## config.mk

```make
export PLATFORM = sky130hd
export DESIGN_NAME = multicycle_ctrl_flat
export DESIGN_NICKNAME = d
export VERILOG_FILES = /design/src/rtl/multicycle_ctrl_if.sv /design/src/rtl/multicycle_ctrl.sv /design/src/flat_wrapper.sv
export SDC_FILE = /design/constraint.sdc
export NUM_CORES = 1
export LEC_CHECK = 0
export CAP_MARGIN = 15
export CORE_ASPECT_RATIO = 1.4
export CORE_MARGIN = 1.5
export CORE_UTILIZATION = 43
export DETAILED_ROUTE_END_ITERATION = 7
export PLACE_DENSITY = 0.8
export SYNTH_ARGS = -nofsm -noshare
export SYNTH_HDL_FRONTEND = slang
export SYNTH_SLANG_ARGS = --single-unit
```

## constraint.sdc

```tcl
create_clock -name clk -period 2.4 [get_ports clk]
set_clock_uncertainty 0.1 [all_clocks]
set_input_delay 0.36 -clock clk [delete_from_list [all_inputs] [get_ports clk]]
set_output_delay 0.36 -clock clk [all_outputs]
set_load 0.005 [all_outputs]
```

## src/rtl/multicycle_ctrl_if.sv

```systemverilog
// rtl/multicycle_ctrl_if.sv - control bundle between the multi-cycle sequencer and its datapath/memory
interface multicycle_ctrl_if #(parameter int CNT_W = 32);
  logic             run;
  logic [6:0]       opcode;
  logic [2:0]       funct3;
  logic [6:0]       funct7;
  logic             zero;
  logic             mem_ready;
  logic             mem_req;
  logic             mem_we;
  logic             addr_sel;
  logic             ir_we;
  logic             pc_we;
  logic             pc_sel;
  logic             alu_src;
  logic [2:0]       alu_op;
  logic [2:0]       imm_type;
  logic             reg_we;
  logic [1:0]       wb_sel;
  logic             busy;
  logic             illegal;
  logic             timeout_err;
  logic [CNT_W-1:0] retired;

  modport slave (
    input  run, opcode, funct3, funct7, zero, mem_ready,
    output mem_req, mem_we, addr_sel, ir_we, pc_we, pc_sel, alu_src, alu_op,
           imm_type, reg_we, wb_sel, busy, illegal, timeout_err, retired
  );

  modport master (
    output run, opcode, funct3, funct7, zero, mem_ready,
    input  mem_req, mem_we, addr_sel, ir_we, pc_we, pc_sel, alu_src, alu_op,
           imm_type, reg_we, wb_sel, busy, illegal, timeout_err, retired
  );
endinterface

```

## src/rtl/multicycle_ctrl.sv

```systemverilog
// rtl/multicycle_ctrl.sv - FETCH/DECODE/EXEC/MEM/WB sequencer with a shared memory port, watchdog and retire counter
module multicycle_ctrl #(
  parameter int MEM_TIMEOUT = 16,
  parameter int CNT_W       = 32
) (
  input  logic          clk,
  input  logic          rst,
  multicycle_ctrl_if.slave bus
);
  typedef enum logic [2:0] {S_IDLE, S_FETCH, S_DECODE, S_EXEC, S_MEM, S_WB, S_ERR} state_t;

  localparam logic [6:0] OP_R   = 7'b0110011;
  localparam logic [6:0] OP_I   = 7'b0010011;
  localparam logic [6:0] OP_LW  = 7'b0000011;
  localparam logic [6:0] OP_SW  = 7'b0100011;
  localparam logic [6:0] OP_BR  = 7'b1100011;
  localparam logic [6:0] OP_JAL = 7'b1101111;
  localparam int         TW     = (MEM_TIMEOUT > 1) ? $clog2(MEM_TIMEOUT + 1) : 1;

  state_t           r_state;
  logic [TW-1:0]    r_wait;
  logic [CNT_W-1:0] r_retired;
  logic             r_illegal;
  logic             r_timeout;

  logic       w_is_r, w_is_i, w_is_lw, w_is_sw, w_is_br, w_is_jal, w_legal, w_taken;
  logic       w_xfer, w_stall, w_timeout, w_retire;
  logic [2:0] w_alu_arith;
  state_t     w_boundary;

  assign w_is_r   = (bus.opcode == OP_R);
  assign w_is_i   = (bus.opcode == OP_I);
  assign w_is_lw  = (bus.opcode == OP_LW);
  assign w_is_sw  = (bus.opcode == OP_SW);
  assign w_is_br  = (bus.opcode == OP_BR);
  assign w_is_jal = (bus.opcode == OP_JAL);
  assign w_legal  = w_is_r | w_is_i | w_is_lw | w_is_sw | w_is_jal |
                    (w_is_br & (bus.funct3[2:1] == 2'b00));
  assign w_taken  = w_is_br & (bus.funct3[0] ^ bus.zero);

  always_comb begin
    w_alu_arith = 3'b000;
    case (bus.funct3)
      3'b000:  w_alu_arith = (w_is_r & bus.funct7[5]) ? 3'b001 : 3'b000;
      3'b001:  w_alu_arith = 3'b110;
      3'b010:  w_alu_arith = 3'b101;
      3'b100:  w_alu_arith = 3'b100;
      3'b101:  w_alu_arith = 3'b111;
      3'b110:  w_alu_arith = 3'b011;
      3'b111:  w_alu_arith = 3'b010;
      default: w_alu_arith = 3'b000;
    endcase
  end

  assign w_xfer     = bus.mem_req & bus.mem_ready;
  assign w_stall    = bus.mem_req & ~bus.mem_ready;
  assign w_timeout  = (MEM_TIMEOUT != 0) && w_stall && ((int'(r_wait) + 1) == MEM_TIMEOUT);
  assign w_retire   = ((r_state == S_EXEC) & (w_is_br | w_is_jal)) |
                      ((r_state == S_MEM) & w_xfer & w_is_sw) |
                      (r_state == S_WB);
  assign w_boundary = bus.run ? S_FETCH : S_IDLE;

  always_ff @(posedge clk or negedge rst) begin
    if (!rst) begin
      r_state   <= S_IDLE;
      r_wait    <= '0;
      r_retired <= '0;
      r_illegal <= 1'b0;
      r_timeout <= 1'b0;
    end else begin
      if (w_xfer)
        r_wait <= '0;
      else if (w_stall)
        r_wait <= r_wait + 1'b1;

      if (w_retire)
        r_retired <= r_retired + 1'b1;

      // Watchdog wins over any normal transition of the stalled state
      if (w_timeout) begin
        r_timeout <= 1'b1;
        r_wait    <= '0;
        r_state   <= S_ERR;
      end else begin
        case (r_state)
          S_IDLE:   if (bus.run) r_state <= S_FETCH;
          S_FETCH:  if (bus.mem_ready) r_state <= S_DECODE;
          S_DECODE: begin
            if (w_legal) begin
              r_state <= S_EXEC;
            end else begin
              r_illegal <= 1'b1;
              r_state   <= S_ERR;
            end
          end
          S_EXEC: begin
            if (w_is_br | w_is_jal)
              r_state <= w_boundary;
            else if (w_is_lw | w_is_sw)
              r_state <= S_MEM;
            else
              r_state <= S_WB;
          end
          S_MEM:    if (bus.mem_ready) r_state <= w_is_sw ? w_boundary : S_WB;
          S_WB:     r_state <= w_boundary;
          S_ERR:    r_state <= S_ERR;
          default:  r_state <= S_ERR;
        endcase
      end
    end
  end

  // ALU settings are held through MEM/WB so the address and writeback result stay valid
  always_comb begin
    bus.mem_req  = 1'b0;
    bus.mem_we   = 1'b0;
    bus.addr_sel = 1'b0;
    bus.ir_we    = 1'b0;
    bus.pc_we    = 1'b0;
    bus.pc_sel   = 1'b0;
    bus.alu_src  = 1'b0;
    bus.alu_op   = 3'b000;
    bus.imm_type = 3'd0;
    bus.reg_we   = 1'b0;
    bus.wb_sel   = 2'b00;
    case (r_state)
      S_FETCH: begin
        bus.mem_req = 1'b1;
        if (bus.mem_ready) begin
          bus.ir_we = 1'b1;
          bus.pc_we = 1'b1;
        end
      end
      S_EXEC: begin
        if (w_is_r | w_is_i) begin
          bus.alu_op  = w_alu_arith;
          bus.alu_src = w_is_i;
        end else if (w_is_lw | w_is_sw) begin
          bus.alu_src  = 1'b1;
          bus.imm_type = w_is_sw ? 3'd1 : 3'd0;
        end else if (w_is_br) begin
          bus.alu_op   = 3'b001;
          bus.imm_type = 3'd2;
          bus.pc_we    = w_taken;
          bus.pc_sel   = w_taken;
        end else if (w_is_jal) begin
          bus.imm_type = 3'd3;
          bus.pc_we    = 1'b1;
          bus.pc_sel   = 1'b1;
          bus.reg_we   = 1'b1;
          bus.wb_sel   = 2'b10;
        end
      end
      S_MEM: begin
        bus.mem_req  = 1'b1;
        bus.addr_sel = 1'b1;
        bus.mem_we   = w_is_sw;
        bus.alu_src  = 1'b1;
        bus.imm_type = w_is_sw ? 3'd1 : 3'd0;
      end
      S_WB: begin
        bus.reg_we = 1'b1;
        if (w_is_lw) begin
          bus.wb_sel = 2'b01;
        end else begin
          bus.alu_op  = w_alu_arith;
          bus.alu_src = w_is_i;
        end
      end
      default: ;
    endcase
  end

  assign bus.busy        = (r_state != S_IDLE) && (r_state != S_ERR);
  assign bus.illegal     = r_illegal;
  assign bus.timeout_err = r_timeout;
  assign bus.retired     = r_retired;
endmodule

```

## src/flat_wrapper.sv

```systemverilog
// flat-port wrapper written by rule: the top's interface ports become plain ports
module multicycle_ctrl_flat 
#(
  parameter int MEM_TIMEOUT = 16,
  parameter int CNT_W       = 32
)
  (clk, rst, bus_run, bus_opcode, bus_funct3, bus_funct7, bus_zero, bus_mem_ready, bus_mem_req, bus_mem_we, bus_addr_sel, bus_ir_we, bus_pc_we, bus_pc_sel, bus_alu_src, bus_alu_op, bus_imm_type, bus_reg_we, bus_wb_sel, bus_busy, bus_illegal, bus_timeout_err, bus_retired);
  multicycle_ctrl_if #(.CNT_W(CNT_W)) bus_i ();
  input  logic clk;
  input  logic rst;
  input wire logic [$bits(bus_i.run)-1:0] bus_run;
  input wire logic [$bits(bus_i.opcode)-1:0] bus_opcode;
  input wire logic [$bits(bus_i.funct3)-1:0] bus_funct3;
  input wire logic [$bits(bus_i.funct7)-1:0] bus_funct7;
  input wire logic [$bits(bus_i.zero)-1:0] bus_zero;
  input wire logic [$bits(bus_i.mem_ready)-1:0] bus_mem_ready;
  output wire logic [$bits(bus_i.mem_req)-1:0] bus_mem_req;
  output wire logic [$bits(bus_i.mem_we)-1:0] bus_mem_we;
  output wire logic [$bits(bus_i.addr_sel)-1:0] bus_addr_sel;
  output wire logic [$bits(bus_i.ir_we)-1:0] bus_ir_we;
  output wire logic [$bits(bus_i.pc_we)-1:0] bus_pc_we;
  output wire logic [$bits(bus_i.pc_sel)-1:0] bus_pc_sel;
  output wire logic [$bits(bus_i.alu_src)-1:0] bus_alu_src;
  output wire logic [$bits(bus_i.alu_op)-1:0] bus_alu_op;
  output wire logic [$bits(bus_i.imm_type)-1:0] bus_imm_type;
  output wire logic [$bits(bus_i.reg_we)-1:0] bus_reg_we;
  output wire logic [$bits(bus_i.wb_sel)-1:0] bus_wb_sel;
  output wire logic [$bits(bus_i.busy)-1:0] bus_busy;
  output wire logic [$bits(bus_i.illegal)-1:0] bus_illegal;
  output wire logic [$bits(bus_i.timeout_err)-1:0] bus_timeout_err;
  output wire logic [$bits(bus_i.retired)-1:0] bus_retired;
  assign bus_i.run = bus_run;
  assign bus_i.opcode = bus_opcode;
  assign bus_i.funct3 = bus_funct3;
  assign bus_i.funct7 = bus_funct7;
  assign bus_i.zero = bus_zero;
  assign bus_i.mem_ready = bus_mem_ready;
  assign bus_mem_req = bus_i.mem_req;
  assign bus_mem_we = bus_i.mem_we;
  assign bus_addr_sel = bus_i.addr_sel;
  assign bus_ir_we = bus_i.ir_we;
  assign bus_pc_we = bus_i.pc_we;
  assign bus_pc_sel = bus_i.pc_sel;
  assign bus_alu_src = bus_i.alu_src;
  assign bus_alu_op = bus_i.alu_op;
  assign bus_imm_type = bus_i.imm_type;
  assign bus_reg_we = bus_i.reg_we;
  assign bus_wb_sel = bus_i.wb_sel;
  assign bus_busy = bus_i.busy;
  assign bus_illegal = bus_i.illegal;
  assign bus_timeout_err = bus_i.timeout_err;
  assign bus_retired = bus_i.retired;
  multicycle_ctrl #(.MEM_TIMEOUT(MEM_TIMEOUT), .CNT_W(CNT_W)) u_core (.clk(clk), .rst(rst), .bus(bus_i));
endmodule
```

==> metrics.txt <==
status finished clean; Final min period 2.399 ns; hold violation total from the final report 0; Post-Synthesis Cells around 260; Die Area 6214 sq um; WHS 0.3843 ns; Layout area overhead 54.46%; r2r setup slk about 0.0013 ns; clk_lat worst skew 0.30 ns; Yosys warnings 0; drt total wl approximately 7000 um; Buffers on Ports 65; Worst Setup EP u_core.bus.retired[20]$_DFFE_PN0P_; Peak Freq 0.4169 GHz; setup tns final 0 ns; Tcrit/Tclk final 99.94%; die width 67.05 um; FF+latch count, synth 42; R2R depth 9; Max Root-Sink Buffers 2; vias per cell 5.626; measured slew at the worst slew-check pin around 0.54 ns; Total GRT Usage approximately 22%; gpl congestion 0.9349; PD cells between 700 and 800 nW/um^2; Net Count, Synth about 280; Inserted Clock Buffers 5; remaining global-route overflow 0; slew margin rel. between 60% and 70%; CP arrival 2.48 ns; post-DP HPWL approximately 4700 um; Final Core Density slightly below 70%; max_cap viols 0; Mapped Area 2470 sq um; post-synthesis async set-or-reset flop share 100.0%; clk root buf clkbuf_8; first-pass GRT wire length 10610 um; CTS sink cnt 42; Final nets 395; most used flip-flop cell after synthesis dfrtp_1; synthesized area per cell just under 10 sq um; VDD IR-drop max 523.9 uV; IO Pins 73; Die Height 92.68 um; crit path max fanout 6; Starting Density 44.70%; # setup viols final 0; Vias 2470; largest net degree at the start of global routing 25; area of the core 5525 sq um; Post-synth EDFFs 0; Detail Route Antenna Nets 0; # rows 32; total iterations of the first detailed-routing run 4; CTS tree built; WS Path Type input port to flop; H-tree Lvls 2; Hold Crit Class flop to flop; LEAKAGE roughly 1.7 nW; Worst Path Required ~2.5 ns; DRC viols 0; FF-to-FF End u_core.bus.retired[20]$_DFFE_PN0P_; Final Max Slew Viols 0; number of DRC markers in iteration 0 139; WL per Instance 15.99 um; library cells used by synthesis 53; Seq/Total Area, Yosys 42.55%; RSZ-0062 raised after global routing yes; Startpoint Class input port; number of global-route vias before repair 2289; clock-pin slew on the worst setup and hold paths 0.08 ns; worst r2r src u_core.r_state[2]$_DFFE_PN0P_; layout cells sized above 1 28.57%; commonest cells after routing, fill and taps aside 45 x clkdlybuf4s50_1, 44 x buf_4, 41 x dfrtp_1; initial antenna violation count 0; Ant. Diodes 0; commonest non-fill, non-tap cell in the layout clkdlybuf4s50_1; source of the critical timing path bus_opcode[3]; crit path capture type flop
==> stage by stage <==
| step | setup WS [ns] | total power, mW | std cells | area, sq um |
|---|---|---|---|---|
| global placement | -0.4297 | 2.063 | 414 | 3418 |
| global route | -0.1229 | 2.967 | 439 | 3815 |
| detailed placement | -0.4107 | 2.097 | 414 | 3418 |
| CTS | 0.006142 | 2.665 | 432 | 3675 |
| floorplan | 0.09038 | 1.563 | 256 | 2470 |
| finish | 0.001323 | 2.807 | 439 | 3815 |
==> cell type report <==
class                      count  area [sq um]
fill                         414          1710
multi-input combinational    196          1493
timing repair buffer         119          1054
sequential                    42          1052
tap                           68         85.08
clock buffer                   5         68.82
clock inverter                 3         40.04
inverter                       6         22.52
==> cell usage after synthesis (2+ instances only) <==
library cell	instances	area, sq um
a21o_1	2	15.01
a21oi_1	8	40.04
a22o_1	2	17.52
a311oi_4	2	52.55
a31oi_1	3	18.77
and3_1	6	37.54
and4_1	3	26.28
buf_6	3	33.78
clkbuf_1	7	26.28
dfrtp_1	42	1051
ha_1	3	37.54
inv_1	6	22.52
mux2i_1	2	20.02
nand2_1	25	93.84
nand2b_1	3	18.77
nand3_1	17	85.08
nand3_2	3	30.03
nand3b_1	3	22.52
nand4_1	8	50.05
nor2_1	13	48.80
nor2b_1	3	18.77
nor3_1	9	45.04
nor4_1	2	12.51
nor4b_1	3	26.28
o21ai_0	8	40.04
o311ai_0	2	17.52
or2_2	4	25.02
or3_1	5	31.28
or4_1	3	22.52
xnor2_1	27	236.5
xor2_1	7	61.31
==> state kept, by name, summed over array words and instances (netlist names) <==
register	flops
u_core.bus.retired	32
u_core.r_wait	5
u_core.r_state	3
u_core.bus.illegal	1
u_core.bus.timeout_err	1
==> logic make-up after synthesis <==
| family | share of synthesized area, % |
|---|---|
| buf+inv | 3.850 |
| fa+ha+maj | 1.520 |
| mux | 1.266 |
| simple gates | 27.05 |
| flops | 42.55 |
| other cells | 0.1518 |
| xor+xnor | 12.06 |
| compound gates | 11.55 |
==> worst min-delay path by stage <==
stage               slack [ns]                                 end  cells after the start                                from
floorplan                -0.04      u_core.bus.illegal$_DFFE_PN0P_                      0                                 rst
global placement          0.27        u_core.r_wait[0]$_DFFE_PN0P_                      1                                 rst
finish                    0.38  u_core.bus.retired[31]$_DFFE_PN0P_                      1  u_core.bus.retired[31]$_DFFE_PN0P_
detailed placement        0.27   u_core.bus.retired[9]$_DFFE_PN0P_                      1                                 rst
CTS                       0.39  u_core.bus.timeout_err$_DFFE_PN0N_                      1  u_core.bus.timeout_err$_DFFE_PN0N_
global route              0.40  u_core.bus.retired[30]$_DFFE_PN0P_                      1  u_core.bus.retired[30]$_DFFE_PN0P_
==> worst max-delay path, stage by stage <==
cell           delay, ns
dlygate4sd2_1       0.26
buf_6               0.13
xor2_1              0.17
or4_4               0.52
buf_6               0.14
buf_6               0.12
a311oi_4            0.27
buf_4               0.19
buf_16              0.11
nand2_1             0.07
xnor2_1             0.14
==> repair_timing <==
item / in CTS / in global routing
endpoints found under the setup margin: 19 / 28
pin swaps: 10 / 11
cloned: 1 / 0
buffers inserted: 8 / 8
hold buffers: 1 / 0
endpoints found under the hold margin: 22 / 0
resized for setup: 57 / 24
==> per-layer routing <==
layer	global-route usage (%)	share of wire (%)
met5	0	0
met4	13.44	4.4
met1	24.96	37
met3	3.767	4.9
met2	37.87	53
==> where the power goes <==
group	switching [mW]	total [mW]	leakage (nW)	internal, mW
Sequential	0.163	0.994	0.547	0.831
Combinational	0.568	1.26	1.05	0.692
Clock	0.248	0.554	0.0579	0.306
Power figures use the tool's default switching activity.
